File: src/rtl/inst_fetch.sv
// rtl/inst_fetch.sv - instruction fetch unit: one outstanding memory read, hold-until-consumed, redirect with drain
module inst_fetch #(
  parameter int                  REGWIDTH = 32,
  parameter logic [REGWIDTH-1:0] RESET_PC = 32'h0000_0000
) (
  input  logic                clk,
  input  logic                rst,
  output logic                imem_req,
  output logic [REGWIDTH-1:0] imem_addr,
  input  logic                imem_ack,
  input  logic [REGWIDTH-1:0] imem_rdata,
  output logic [REGWIDTH-1:0] inst,
  output logic [REGWIDTH-1:0] PC,
  output logic                inst_valid,
  input  logic                inst_ready,
  input  logic                redirect,
  input  logic [REGWIDTH-1:0] redirect_pc,
  output logic                misalign_err
);

  typedef enum logic [1:0] {
    IDLE  = 2'd0,
    FETCH = 2'd1,
    HOLD  = 2'd2,
    DRAIN = 2'd3
  } state_t;

  state_t              state, state_n;
  logic [REGWIDTH-1:0] fetch_pc, fetch_pc_n;
  logic [REGWIDTH-1:0] target, target_n;
  logic [REGWIDTH-1:0] pc_n, inst_n;
  logic                misalign_n;
  logic [REGWIDTH-1:0] redir_tgt;

  assign redir_tgt  = {redirect_pc[REGWIDTH-1:2], 2'b00};
  assign imem_addr  = fetch_pc;
  assign inst_valid = (state == HOLD);

  always_ff @(posedge clk) begin
    if (rst) begin
      state        <= IDLE;
      fetch_pc     <= RESET_PC;
      target       <= '0;
      PC           <= RESET_PC;
      inst         <= '0;
      misalign_err <= 1'b0;
    end else begin
      state        <= state_n;
      fetch_pc     <= fetch_pc_n;
      target       <= target_n;
      PC           <= pc_n;
      inst         <= inst_n;
      misalign_err <= misalign_n;
    end
  end

  always_comb begin
    state_n    = state;
    fetch_pc_n = fetch_pc;
    target_n   = target;
    pc_n       = PC;
    inst_n     = inst;
    imem_req   = 1'b0;
    // every state accepts a redirect, so the sticky flag needs no state qualifier
    misalign_n = misalign_err | (redirect & (|redirect_pc[1:0]));
    case (state)
      IDLE: begin
        state_n = FETCH;
        if (redirect) fetch_pc_n = redir_tgt;
      end
      FETCH: begin
        imem_req = 1'b1;
        if (redirect) begin
          if (imem_ack) begin
            fetch_pc_n = redir_tgt;
          end else begin
            target_n = redir_tgt;
            state_n  = DRAIN;
          end
        end else if (imem_ack) begin
          inst_n  = imem_rdata;
          pc_n    = fetch_pc;
          state_n = HOLD;
        end
      end
      HOLD: begin
        if (redirect) begin
          fetch_pc_n = redir_tgt;
          state_n    = FETCH;
        end else if (inst_ready) begin
          fetch_pc_n = fetch_pc + REGWIDTH'(4);
          state_n    = FETCH;
        end
      end
      DRAIN: begin
        // the stale request must complete at its original address before retargeting
        imem_req = 1'b1;
        if (redirect) target_n = redir_tgt;
        if (imem_ack) begin
          fetch_pc_n = redirect ? redir_tgt : target;
          state_n    = FETCH;
        end
      end
      default: state_n = IDLE;
    endcase
  end

endmodule

File: config.mk
export PLATFORM = sky130hd
export DESIGN_NAME = inst_fetch
export DESIGN_NICKNAME = d
export VERILOG_FILES = /design/src/rtl/inst_fetch.sv
export SDC_FILE = /design/constraint.sdc
export NUM_CORES = 1
export LEC_CHECK = 0
export CAP_MARGIN = 20
export CORE_MARGIN = 2
export CORE_UTILIZATION = 52
export CTS_CLUSTER_DIAMETER = 150
export DETAILED_ROUTE_END_ITERATION = 7
export PLACE_DENSITY_LB_ADDON = 0.2
export SLEW_MARGIN = 0
export SYNTH_ARGS = -nofsm -noshare
export SYNTH_HDL_FRONTEND = slang
export SYNTH_SLANG_ARGS = --single-unit
File: constraint.sdc
create_clock -name clk -period 6.32 [get_ports clk]
set_clock_uncertainty 0.1 [all_clocks]
set_input_delay 0.948 -clock clk [delete_from_list [all_inputs] [get_ports clk]]
set_output_delay 0.948 -clock clk [all_outputs]
set_load 0.01 [all_outputs]
* Yosys cells after proc, flatten, opt, wreduce, memory -nomap -nowiden
Cells that the tools add are included.
Cells by class: $add $sub $neg 1, equal/unequal tests 11, multiplexer cells 19, bitwise operators 3, reductions and logical operators 8
Operators with widths (count):
- $mux 32 | 9
- $pmux 32 s4 | 1
- $pmux 32 s2 | 1
- $add 32x3->32 const B | 1
- $mux 2 | 6
- $ne 2x2->1 const B | 5
- $pmux 2 s4 | 1
- $ne 3x3->1 const B | 2
- $reduce_and 3->1 | 2
- $reduce_and 5->1 | 1
- $eq 2x2->1 const B | 2
- $reduce_and 4->1 | 1
- $reduce_or 2->1 | 2
- $ne 3x1->1 const B | 1
- $eq 2x1->1 const B | 1
- $logic_not 2->1 | 1
- $reduce_bool 2->1 | 1
- $and 1x1->1 | 1
- $mux 1 | 1
- $not 1->1 | 1
- $or 1x1->1 | 1
Storage, ports and cells: bits in registers 131, bits of input ports 69

* Depth between registers and ports, before layout
Gate-level depths: netlist (run 1).
depth in word-level cells 4, depth in mapped cells 8, mapped depth without buffers 6

* Worst setup path after synthesis (run 1)
Ideal clock, no wire load.
path kind input port to flip-flop, from input redirect, to register fetch_pc[19] (netlist: imem_addr[19]), arrival time 2427 ps, slack 3661 ps, cell stages on the path 7, cells stage by stage clkbuf_1 -> nor3_1 -> or3_1 -> clkbuf_1 -> or4_1 -> o211ai_1 -> a21oi_1
Between the ends: cells in the longest elaborated chain, start to end 3
RTL lines:
- start, declared | line 16 | input logic redirect,
- $mux 32
- $mux 32 | line 99 | if (imem_ack) begin
- $pmux 32 s4 | line 66 | case (state)
- end signal, assigned | line 49 | fetch_pc <= fetch_pc_n;
- end, declared | line 29 | logic [REGWIDTH-1:0] fetch_pc, fetch_pc_n;
Several ways; a longest one is shown, not always the timed one. The select of a mux whose other input is x is not followed. A chain may end at the register's enable or synchronous reset.

* Worst setup path in the final report (run 1)
Ends and elaborated chain as after synthesis.

==> impl_summary.txt, run 1 <==
----------------------------------------------------
[Clocking]
  Setup fix buffers added after clock tree synthesis ... 0
  Clock slew at the register clock pins of the worst setup and hold paths ... 50 ps
  Number of buffers inserted during clock tree synthesis ... 17
  TritonCTS clock tree ... built
  CTS Root Cell ... sky130_fd_sc_hd__clkbuf_16
  Number of clock sinks seen by CTS ... 131
  PostCTS Resize Cnt ... 0
  Maximum root-to-sink buffer count ... 2
  Number of hold buffers added after cts ... 0
  Source-to-sink clock delay at the later pin of the worst-skew pair ... 420 ps
  Clock H-tree levels ... 4

[Critical path]
  Worst r2r src ... state[0]
  Ordered list of cells on the worst path ... clkdlybuf4s50_1 > buf_4 > nor3_1 > or3_1 > or4_1 > o211ai_1 > a21oi_1
  Biggest cell delay along the critical path ... 800 ps
  Maximum fanout along the worst path ... 28
  Type of the worst setup path ... in -> reg
  Slack of the worst reg-to-reg path ... 3510 ps
  Count of buffer and inverter cells on the critical path ... 2
  Data required time at the worst endpoint ... 6490 ps
  Number of cells traversed by the worst register-to-register path ... 6
  WP data arrival ... 3450 ps
  Cell family with most CP delay ... simple AND/OR/NAND/NOR gates
  Crit start category ... input port
  Slowest cell on crit path ... sky130_fd_sc_hd__or3_1
  R2r endpoint ... imem_addr[19]
  Kind of end point of the critical path ... flip-flop

[Global route]
  Vias in the first global route ... 5668
  Initial antenna violation count ... 0
  Grt total ovfl ... 0
  Met1 Use GR ... 34.33%
  Met3 Use GR ... 6.042%
  Highest-utilization routing layer at the global route stage ... met2
  First-pass GRT wire length ... 27610 µm
  Pin count of the biggest net entering global routing ... 70
  Met2 track demand over resource in global routing ... 45.53%
  Total routing resource utilization after global routing ... 27.07%

[Hold path]
  Hold Path Stages ... 2
  Min-Delay Endpoint ... misalign_err
  Type of the worst min-delay path ... reg -> reg
  Hold path startpoint ... misalign_err

[Timing]
  Max Transition Viols Final ... 0
  Period utilization ... 51.94%
  Transition at the pin with the smallest max-transition slack ... 1017 ps
  Unrepaired setup endpoints after global routing ... false
  Final critical path time including I/O delays and setup ... 3283 ps
  Achievable Freq ... 304.6 MHz
  Final Hold Vio Count ... 0
  Max transition margin ... 32.20%
  Final-report setup violation count ... 0
  Post-Route Setup TNS ... 0 ps

[Placed design]
  Placed Instance Area ... 7630 µm²
  Estimated wirelength of the detail-placed design ... 11120 µm
  Count of input and output buffers ... 167
  Placed cells ... 1044
  Final estimated routing congestion in global placement ... 0.8466

[Run]
  Max Cap Violations ... 0

[Detailed routing]
  WL/cell ... 15.63 µm
  Via count ... 6096
  Router iterations before antenna repair ... 5
  Initial drt markers ... 467
  Routed WL ... 16810 µm
  Remaining antenna violation count ... 0
  Count of unresolved DRC violations after routing ... 0
  Via/cell ratio ... 5.671

[Cells and area]
  # diodes ... 0
  Cell area after layout ... 8209 µm²
  Register cell area after layout ... 2623 µm²
  Util after Layout ... 72.51%
  Number of standard cells in the layout, taps in and fillers out ... 1075
  Final layout net count ... 990
  Area taken by multi-input logic gates ... 3010 µm²
  Layout overhead on the synthesized area ... 36.86%
  Fraction of layout instances using a drive strength above 1 ... 5.901%
  Number of filler instances in the final layout ... 881

[Yosys]
  Count of different cell masters after synthesis ... 61
  Top cells by area, synth ... sky130_fd_sc_hd__dfxtp_1, sky130_fd_sc_hd__nand2_1, sky130_fd_sc_hd__a21oi_1
  Count of state elements after synthesis ... 131
  Most instantiated flip-flop cell in the synthesis netlist ... sky130_fd_sc_hd__dfxtp_1
  Largest area contributor in the synthesized netlist ... sky130_fd_sc_hd__dfxtp_1
  Syn nets ... 857
  Number of flops mapped to enable cells by yosys ... 0
  Synthesized area per cell ... 7.622 µm²
  Share of the synthesized area in the top cell type ... 43.72%
  Commonest cells in the synthesized netlist ... sky130_fd_sc_hd__nand2_1, sky130_fd_sc_hd__a21oi_1, sky130_fd_sc_hd__dfxtp_1
  Share of flip-flops with an asynchronous set or reset ... 0%
  Fraction of the yosys area taken by sequential cells ... 43.72%
  Mapped cell area ... 5998 µm²
  Leading cell type by number of instances after synthesis ... sky130_fd_sc_hd__nand2_1
  Syn. warnings ... 0
  Syn Inst Count ... 787

[Floorplanning]
  Vertical die dimension ... 111.4 µm
  Starting Density ... 52.98%
  Die Area ... 12410 µm²
  Total core area ... 11320 µm²
  Die X-Extent ... 111.4 µm
  Number of top-level design ports ... 168
  Number of cell rows ... 39

[Power and ir drop]
  VDD IR-drop max ... 0.0002054 V
  Ratio of total power to cell area ... 260.1 nW/µm²
  Static leakage power ... 2.823 nW

[Outcome]
  Status ... completed

----------------------------------------------------
-- final cells by class --
type / instances / area share [%]
Clock buffer: 26 / 5.838
Clock inverter: 5 / 1.219
Inverter: 11 / 0.5030
Multi-Input combinational cell: 581 / 36.67
Sequential cell: 131 / 31.95
Tap cell: 143 / 2.180
Timing Repair Buffer: 178 / 21.64
-- registers in the layout, indices dropped and copies added, names as in the netlist --
register,count
inst,32
PC,32
misalign_err,1
imem_addr,32
target,32
state,2
-- worst max path at each step --
stage / from / to / slack [ps] / cells after the start
2_1_floorplan: redirect / imem_addr[19] / 3660 / 7
3_3_place_gp: redirect / imem_addr[19] / 2690 / 7
3_5_place_dp: redirect / imem_addr[19] / 2640 / 7
4_1_cts: redirect / imem_addr[19] / 3070 / 7
5_1_grt: redirect / imem_addr[27] / 2920 / 7
6_report: redirect / imem_addr[19] / 3040 / 7
-- tightest hold or removal path, cell delays in order (launching register included) --
cell and delay [ps]:
sky130_fd_sc_hd__dfxtp_1 300, sky130_fd_sc_hd__inv_1 50, sky130_fd_sc_hd__a21oi_1 50
-- cells by family after synthesis --
logic type	share of synthesized area, %
buffers and inverters	6.362
DFF	43.72
AOI/OAI and AO/OA	20.19
muxes	0.3338
xor gates and xnor gates	1.606
and+or+nand+nor	27.58
adders and majority gates	0.2086
-- stage by stage --
stage	hold slack, ps	total power [mW]	setup slack, ps
floorplan	331.2	1.048	3661
global placement	336.4	1.169	2686
detailed placement	340.4	1.180	2640
CTS	347.8	2.146	3067
global route	366.4	2.215	2924
finish	343.9	2.135	3037
-- report_power, final --
| group | total, mW | leakage (nW) | internal (mW) | switching, mW |
|---|---|---|---|---|
| combinational | 0.262 | 1.47 | 0.129 | 0.132 |
| clock | 0.970 | 0.282 | 0.637 | 0.332 |
| sequential | 0.904 | 1.07 | 0.861 | 0.0429 |
-- cell usage in the layout (no fill, tap or decap), drive strengths merged, types with 6 or more instances in the layout --
master,netlist,routed
a211oi,8,8
a21oi,131,131
a31oi,9,9
buf,12,12
clkbuf,51,26
clkdlybuf4s50,0,166
dfxtp,131,131
inv,11,11
nand2,234,234
nand3,26,26
nand4,8,8
nor2,27,27
nor3,14,14
nor4,7,7
o211ai,7,7
o21ai,23,23
or4,6,6
xnor2,9,9
-- layer usage --
metal | share of wire, % | wire, µm
met5 | 0 | 0
met4 | 1.1 | 186
met3 | 8.1 | 1357
met2 | 49 | 8289
met1 | 41 | 6973
(Power assumes the default switching activity.)
==> run 2: changes to the inputs <==
--- a/config.mk
+++ b/config.mk
@@ -7,7 +7,7 @@
 export LEC_CHECK = 0
 export CAP_MARGIN = 20
 export CORE_MARGIN = 2
-export CORE_UTILIZATION = 52
+export CORE_UTILIZATION = 44
 export CTS_CLUSTER_DIAMETER = 150
 export DETAILED_ROUTE_END_ITERATION = 7
 export PLACE_DENSITY_LB_ADDON = 0.2
==> constraint.sdc (replaced) <==
create_clock -name clk -period 3.01 [get_ports clk]
set_clock_uncertainty 0.1 [all_clocks]
set_input_delay 0.4515 -clock clk [delete_from_list [all_inputs] [get_ports clk]]
set_output_delay 0.4515 -clock clk [all_outputs]
set_load 0.01 [all_outputs]
==> run 2 against run 1 <==
- worst setup slack worse by 2600 ps
- sequential share of layout area decreased by 0.80 points
- sequential power is 110% higher
- flip-flop and latch count is the same
- highest routed layer unchanged
- die area grew 18%
- final cell count is 4.4% higher
- clock power up 130%
- core utilization decreased by 9.2 points
==> impl_summary.txt, run 2 (synthesis results as in run 1) <==
----------------------------------------------------
[Placed design]
  Final estimated routing congestion in global placement ... 0.8653 (was 0.8466)
  Count of input and output buffers ... 167 (unchanged)
  Estimated wirelength of the detail-placed design ... 11700 µm (was 11120 µm)
  Post-placement setup slack ... 284.0 ps (was 2640 ps)

[Critical path]
  Number of cells traversed by the worst register-to-register path ... 6 (unchanged)
  Crit start category ... flip-flop (was input port)
  Kind of end point of the critical path ... primary output (was flip-flop)
  Type of the worst setup path ... reg -> out (was in -> reg)
  Slowest cell on crit path ... sky130_fd_sc_hd__dfxtp_1 (was sky130_fd_sc_hd__or3_1)
  Data required time at the worst endpoint ... 2460 ps (was 6490 ps)
  WP data arrival ... 2030 ps (was 3450 ps)
  Worst r2r src ... state[1] (was state[0])
  Maximum fanout along the worst path ... 16 (was 28)
  Ordered list of cells on the worst path ... nor2b_1 > clkdlybuf4s50_1 (was clkdlybuf4s50_1 > buf_4 > nor3_1 > or3_1 > or4_1 > o211ai_1 > a21oi_1)
  Biggest cell delay along the critical path ... 670 ps (was 800 ps)
  First element of the critical path ... state[1] (was redirect)

[Cells and area]
  Fraction of layout instances using a drive strength above 1 ... 7.717% (was 5.901%)
  # diodes ... 0 (unchanged)
  Final layout net count ... 1004 (was 990)
  Most frequent cells in the layout ... sky130_fd_sc_hd__nand2_1, sky130_fd_sc_hd__clkdlybuf4s50_1, sky130_fd_sc_hd__dfxtp_1 (unchanged)
  Layout overhead on the synthesized area ... 40.38% (was 36.86%)
  Area taken by multi-input logic gates ... 3010 µm² (unchanged)
  Register cell area after layout ... 2623 µm² (unchanged)
  Number of filler instances in the final layout ... 1195 (was 881)
  Most common cell after layout, fill and taps aside ... sky130_fd_sc_hd__nand2_1 (unchanged)

[Floorplanning]
  Number of cell rows ... 42 (was 39)
  Number of top-level design ports ... 168 (unchanged)
  Total core area ... 13300 µm² (was 11320 µm²)
  Vertical die dimension ... 120.8 µm (was 111.4 µm)
  Die Area ... 14580 µm² (was 12410 µm²)
  Die X-Extent ... 120.8 µm (was 111.4 µm)
  Starting Density ... 45.12% (was 52.98%)

[Clocking]
  PostCTS Resize Cnt ... 0 (unchanged)
  Clock slew at the register clock pins of the worst setup and hold paths ... 60 ps (was 50 ps)
  Number of hold buffers added after cts ... 0 (unchanged)
  Maximum root-to-sink buffer count ... 2 (unchanged)
  Setup fix buffers added after clock tree synthesis ... 0 (unchanged)
  Number of buffers inserted during clock tree synthesis ... 17 (unchanged)
  Clock H-tree levels ... 4 (unchanged)
  TritonCTS clock tree ... built (unchanged)
  Source-to-sink clock delay at the later pin of the worst-skew pair ... 420 ps (about the same)
  Number of clock sinks seen by CTS ... 131 (unchanged)
  CTS Root Cell ... sky130_fd_sc_hd__clkbuf_16 (unchanged)

[Power and ir drop]
  Static leakage power ... 2.920 nW (was 2.823 nW)
  VDD IR-drop max ... 0.0004106 V (was 0.0002054 V)
  Ratio of total power to cell area ... 558.1 nW/µm² (was 260.1 nW/µm²)

[Timing]
  Period utilization ... 85.91%
  Post-Route Setup TNS ... 0 ps (unchanged)
  Max transition margin ... 62.71% (was 32.20%)
  Achievable Freq ... 386.7 MHz
  Final-report setup violation count ... 0 (unchanged)
  Transition at the pin with the smallest max-transition slack ... 558.6 ps (was 1017 ps)
  Final Hold Vio Count ... 0 (unchanged)
  Final critical path time including I/O delays and setup ... 2586 ps
  Max Transition Viols Final ... 0 (unchanged)
  Unrepaired setup endpoints after global routing ... false (unchanged)
  Final worst slack ... 424.1 ps (was 3037 ps)

[Detailed routing]
  WL/cell ... 15.56 µm (was 15.63 µm)
  Via count ... 6080 (was 6096)
  Routed WL ... 17460 µm (was 16810 µm)
  Remaining antenna violation count ... 0 (unchanged)
  Via/cell ratio ... 5.419 (was 5.671)
  Initial drt markers ... 453 (was 467)
  Router iterations before antenna repair ... 5 (unchanged)
  Count of unresolved DRC violations after routing ... 0 (unchanged)

[Hold path]
  Type of the worst min-delay path ... reg -> reg (unchanged)
  Hold path startpoint ... target[8] (was misalign_err)
  Hold Path Stages ... 2 (unchanged)

[Global route]
  Total routing resource utilization after global routing ... 23.92% (was 27.07%)
  First-pass GRT wire length ... 27720 µm (was 27610 µm)
  Initial antenna violation count ... 0 (unchanged)
  Grt total ovfl ... 0 (unchanged)
  Vias in the first global route ... 5300 (was 5668)
  Pin count of the biggest net entering global routing ... 57 (was 70)

[Run]
  Max Cap Violations ... 0 (unchanged)

[Outcome]
  Status ... completed (unchanged)

----------------------------------------------------
[run 2: final cells by class]
cell class / count / area share, %
Multi-Input combinational cell: 581 / 35.75
Sequential cell: 131 / 31.14
Timing Repair Buffer: 192 / 22.50
Clock buffer: 21 / 5.349
Tap cell: 176 / 2.615
Clock inverter: 10 / 2.155
Inverter: 11 / 0.4903
[run 2: power by group]
group          total [mW]  internal [mW]  switching (mW)
clock                2.23           1.48           0.750
combinational       0.571          0.285           0.286
sequential           1.90           1.81          0.0899
total                4.70           3.57            1.13
[run 2: path summary, 6_finish.rpt]
check                           slack [ps]       endpoint
worst max-delay path                   420     inst_valid
worst min-delay path                   350      target[8]
worst max register to register         630  imem_addr[17]
worst min register to register         350      target[8]
[run 2: worst max-delay path, delay by kind of cell (launching register included)]
| kind | cells | cell delay, ps |
|---|---|---|
| buffers and inverters | 1 | 610 |
| DFF | 1 | 670 |
| and+or+nand+nor | 1 | 330 |
[run 2: metrics by stage]
stage                     hold WS, ps  utilization (%)  cells  power [mW]  cell area (µm²)
after floorplan                 331.2                -    787       2.200             5998
after global placement          338.3            58.58   1091       2.494             7789
after detailed placement        342.6            58.58   1091       2.501             7789
after CTS                       351.2            63.34   1122       4.719             8421
after global routing            367.0            63.34   1122       4.880             8421
final                           347.3            63.34   1122       4.699             8421
[run 2: per-layer routing]
layer	track usage, %	vias up	routed length (µm)	share of wire (%)
li1	-	3002	-	-
met5	0	-	0	0
met4	8.067	0	238	1.4
met2	36.12	205	8153	47
met3	5.283	17	1141	6.5
met1	33.75	2856	7930	45
==> run 3: changes to the inputs <==
--- a/config.mk
+++ b/config.mk
@@ -6,9 +6,11 @@
 export NUM_CORES = 1
 export LEC_CHECK = 0
 export CAP_MARGIN = 20
+export CORE_ASPECT_RATIO = 0.9
 export CORE_MARGIN = 2
 export CORE_UTILIZATION = 44
 export CTS_CLUSTER_DIAMETER = 150
+export CTS_CLUSTER_SIZE = 12
 export DETAILED_ROUTE_END_ITERATION = 7
 export PLACE_DENSITY_LB_ADDON = 0.2
 export SLEW_MARGIN = 0
==> run 3 against run 2 <==
- combinational power grew 2%
- die area hardly changed
- sequential power is essentially flat
- worst setup slack better by 60 ps
- count of clock-buffer cells in the layout is 3 higher
- power up 2.6%
- non-clock buffer count is 2 higher
- global-route usage grew 0.27 points
- sequential share of layout area fell by 0.20 points
- flip-flop and latch count unchanged
- largest cell class unchanged
- highest routed layer unchanged
==> impl_summary.txt, run 3 (synthesis results as in run 1) <==
----------------------------------------------------
[Outcome]
  Status ... completed (unchanged)

[Clocking]
  Number of hold buffers added after cts ... 0 (unchanged)
  Clock slew at the register clock pins of the worst setup and hold paths ... 60 ps (about the same)
  Setup fix buffers added after clock tree synthesis ... 0 (unchanged)
  Clock H-tree levels ... 4 (unchanged)
  Source-to-sink clock delay at the later pin of the worst-skew pair ... 420 ps (about the same)
  CTS Root Cell ... sky130_fd_sc_hd__clkbuf_16 (unchanged)
  Number of clock sinks seen by CTS ... 131 (unchanged)
  TritonCTS clock tree ... built (unchanged)
  PostCTS Resize Cnt ... 0 (unchanged)
  Maximum root-to-sink buffer count ... 2 (unchanged)
  Number of buffers inserted during clock tree synthesis ... 17 (unchanged)

[Critical path]
  Slowest cell on crit path ... sky130_fd_sc_hd__clkdlybuf4s50_1 (was sky130_fd_sc_hd__dfxtp_1)
  Data required time at the worst endpoint ... 2460 ps (about the same)
  Maximum fanout along the worst path ... 45 (was 16)
  Type of the worst setup path ... reg -> out (unchanged)
  Kind of end point of the critical path ... primary output (unchanged)
  Biggest cell delay along the critical path ... 610 ps (was 670 ps)
  WP data arrival ... 1970 ps (was 2030 ps)
  Crit start category ... flip-flop (unchanged)
  Ordered list of cells on the worst path ... buf_4 > nor2b_1 > clkdlybuf4s50_1 (was nor2b_1 > clkdlybuf4s50_1)

[Detailed routing]
  Remaining antenna violation count ... 0 (unchanged)
  Routed WL ... 17470 µm (was 17460 µm)
  WL/cell ... 15.64 µm (was 15.56 µm)
  Router iterations before antenna repair ... 5 (unchanged)
  Via/cell ratio ... 5.396 (was 5.419)
  Count of unresolved DRC violations after routing ... 0 (unchanged)
  Initial drt markers ... 488 (was 453)
  Via count ... 6027 (was 6080)

[Global route]
  Grt total ovfl ... 0 (unchanged)
  Total routing resource utilization after global routing ... 24.20% (was 23.92%)
  Pin count of the biggest net entering global routing ... 60 (was 57)
  First-pass GRT wire length ... 28090 µm (was 27720 µm)
  Vias in the first global route ... 5429 (was 5300)
  Initial antenna violation count ... 0 (unchanged)

[Run]
  Max Cap Violations ... 0 (unchanged)

[Timing]
  Final critical path time including I/O delays and setup ... 2526 ps (was 2586 ps)
  Max transition margin ... 55.43% (was 62.71%)
  Unrepaired setup endpoints after global routing ... false (unchanged)
  Final worst slack ... 484.2 ps (was 424.1 ps)
  Max Transition Viols Final ... 0 (unchanged)
  Post-Route Setup TNS ... 0 ps (unchanged)
  Achievable Freq ... 395.9 MHz (was 386.7 MHz)
  Worst hold slack ... 345.4 ps (was 347.3 ps)
  Final Hold Vio Count ... 0 (unchanged)
  Period utilization ... 83.91% (was 85.91%)
  Final-report setup violation count ... 0 (unchanged)
  Transition at the pin with the smallest max-transition slack ... 668.6 ps (was 558.6 ps)

[Cells and area]
  Layout overhead on the synthesized area ... 41.28% (was 40.38%)
  Most frequent cells in the layout ... sky130_fd_sc_hd__nand2_1, sky130_fd_sc_hd__clkdlybuf4s50_1, sky130_fd_sc_hd__dfxtp_1 (unchanged)
  # diodes ... 0 (unchanged)
  Util after Layout ... 63.66% (was 63.34%)
  Final layout net count ... 1006 (was 1004)
  Cell area after layout ... 8474 µm² (was 8421 µm²)
  Most common cell after layout, fill and taps aside ... sky130_fd_sc_hd__nand2_1 (unchanged)
  Fraction of layout instances using a drive strength above 1 ... 8.219% (was 7.717%)

[Floorplanning]
  Die X-Extent ... 127.1 µm (was 120.8 µm)
  Number of top-level design ports ... 168 (unchanged)
  Number of cell rows ... 40 (was 42)
  Vertical die dimension ... 114.8 µm (was 120.8 µm)
  Total core area ... 13310 µm² (was 13300 µm²)
  Starting Density ... 45.06% (was 45.12%)
  Die Area ... 14580 µm² (about the same)

[Placed design]
  Final estimated routing congestion in global placement ... 0.8293 (was 0.8653)
  Estimated wirelength of the detail-placed design ... 11640 µm (was 11700 µm)
  Count of input and output buffers ... 167 (unchanged)
  Post-placement setup slack ... 355.6 ps (was 284.0 ps)
  Placed Instance Area ... 7794 µm² (was 7789 µm²)

[Power and ir drop]
  VDD IR-drop max ... 0.0004787 V (was 0.0004106 V)
  Ratio of total power to cell area ... 568.7 nW/µm² (was 558.1 nW/µm²)
  Static leakage power ... 2.960 nW (was 2.920 nW)

[Hold path]
  Type of the worst min-delay path ... reg -> reg (unchanged)

----------------------------------------------------
==> run 3: changes by cell type in the layout (fill, tap and decap cells not counted), sizes merged <==
cell / previous run / this run
buf: 26 / 28
clkbuf: 21 / 24
clkinv: 4 / 3
clkinvlp: 1 / 0
==> run 3: area by class of cell <==
cell class                 count  area, µm²
sequential                   131       2623
clock inverter                 8      168.9
tap                          168      210.2
fill                        1191       4838
timing repair buffer         194       1909
inverter                      11      41.29
clock buffer                  24      511.7
multi-input combinational    581       3010
==> run 3: layer usage <==
layer  GRT usage, %  wire length [µm]
met5              0                 0
met4          7.473               236
met3          6.561              1282
met2          36.59              7839
met1          33.99              8111
==> run 3: critical path: cells and delay by family (launching register included) <==
| kind | cells | cell delay (ps) |
|---|---|---|
| buf+inv | 2 | 900 |
| flops | 1 | 330 |
| simple gates | 1 | 320 |
==> run 3: power by group <==
group | leakage [nW] | switching, mW | total [mW] | internal (mW)
Sequential | 1.07 | 0.0843 | 1.89 | 1.81
Combinational | 1.56 | 0.291 | 0.580 | 0.289
Clock | 0.336 | 0.747 | 2.35 | 1.60
==> run 3: through the flow <==
step                      total power, mW  std cells
after floorplan                     2.200        787
after global placement              2.499       1085
after detailed placement            2.502       1085
after CTS                           4.853       1117
after global routing                5.016       1117
final                               4.820       1117
==> run 3: final timing paths <==
| kind | startpoint | end | slack (ps) | depth (start not counted) |
|---|---|---|---|---|
| hold / removal | misalign_err | misalign_err | 350 | 2 |
| hold reg to reg | misalign_err | misalign_err | 350 | 2 |
| setup reg to reg | imem_addr[6] | imem_addr[26] | 660 | 5 |
| setup / recovery | state[0] | inst_valid | 480 | 3 |
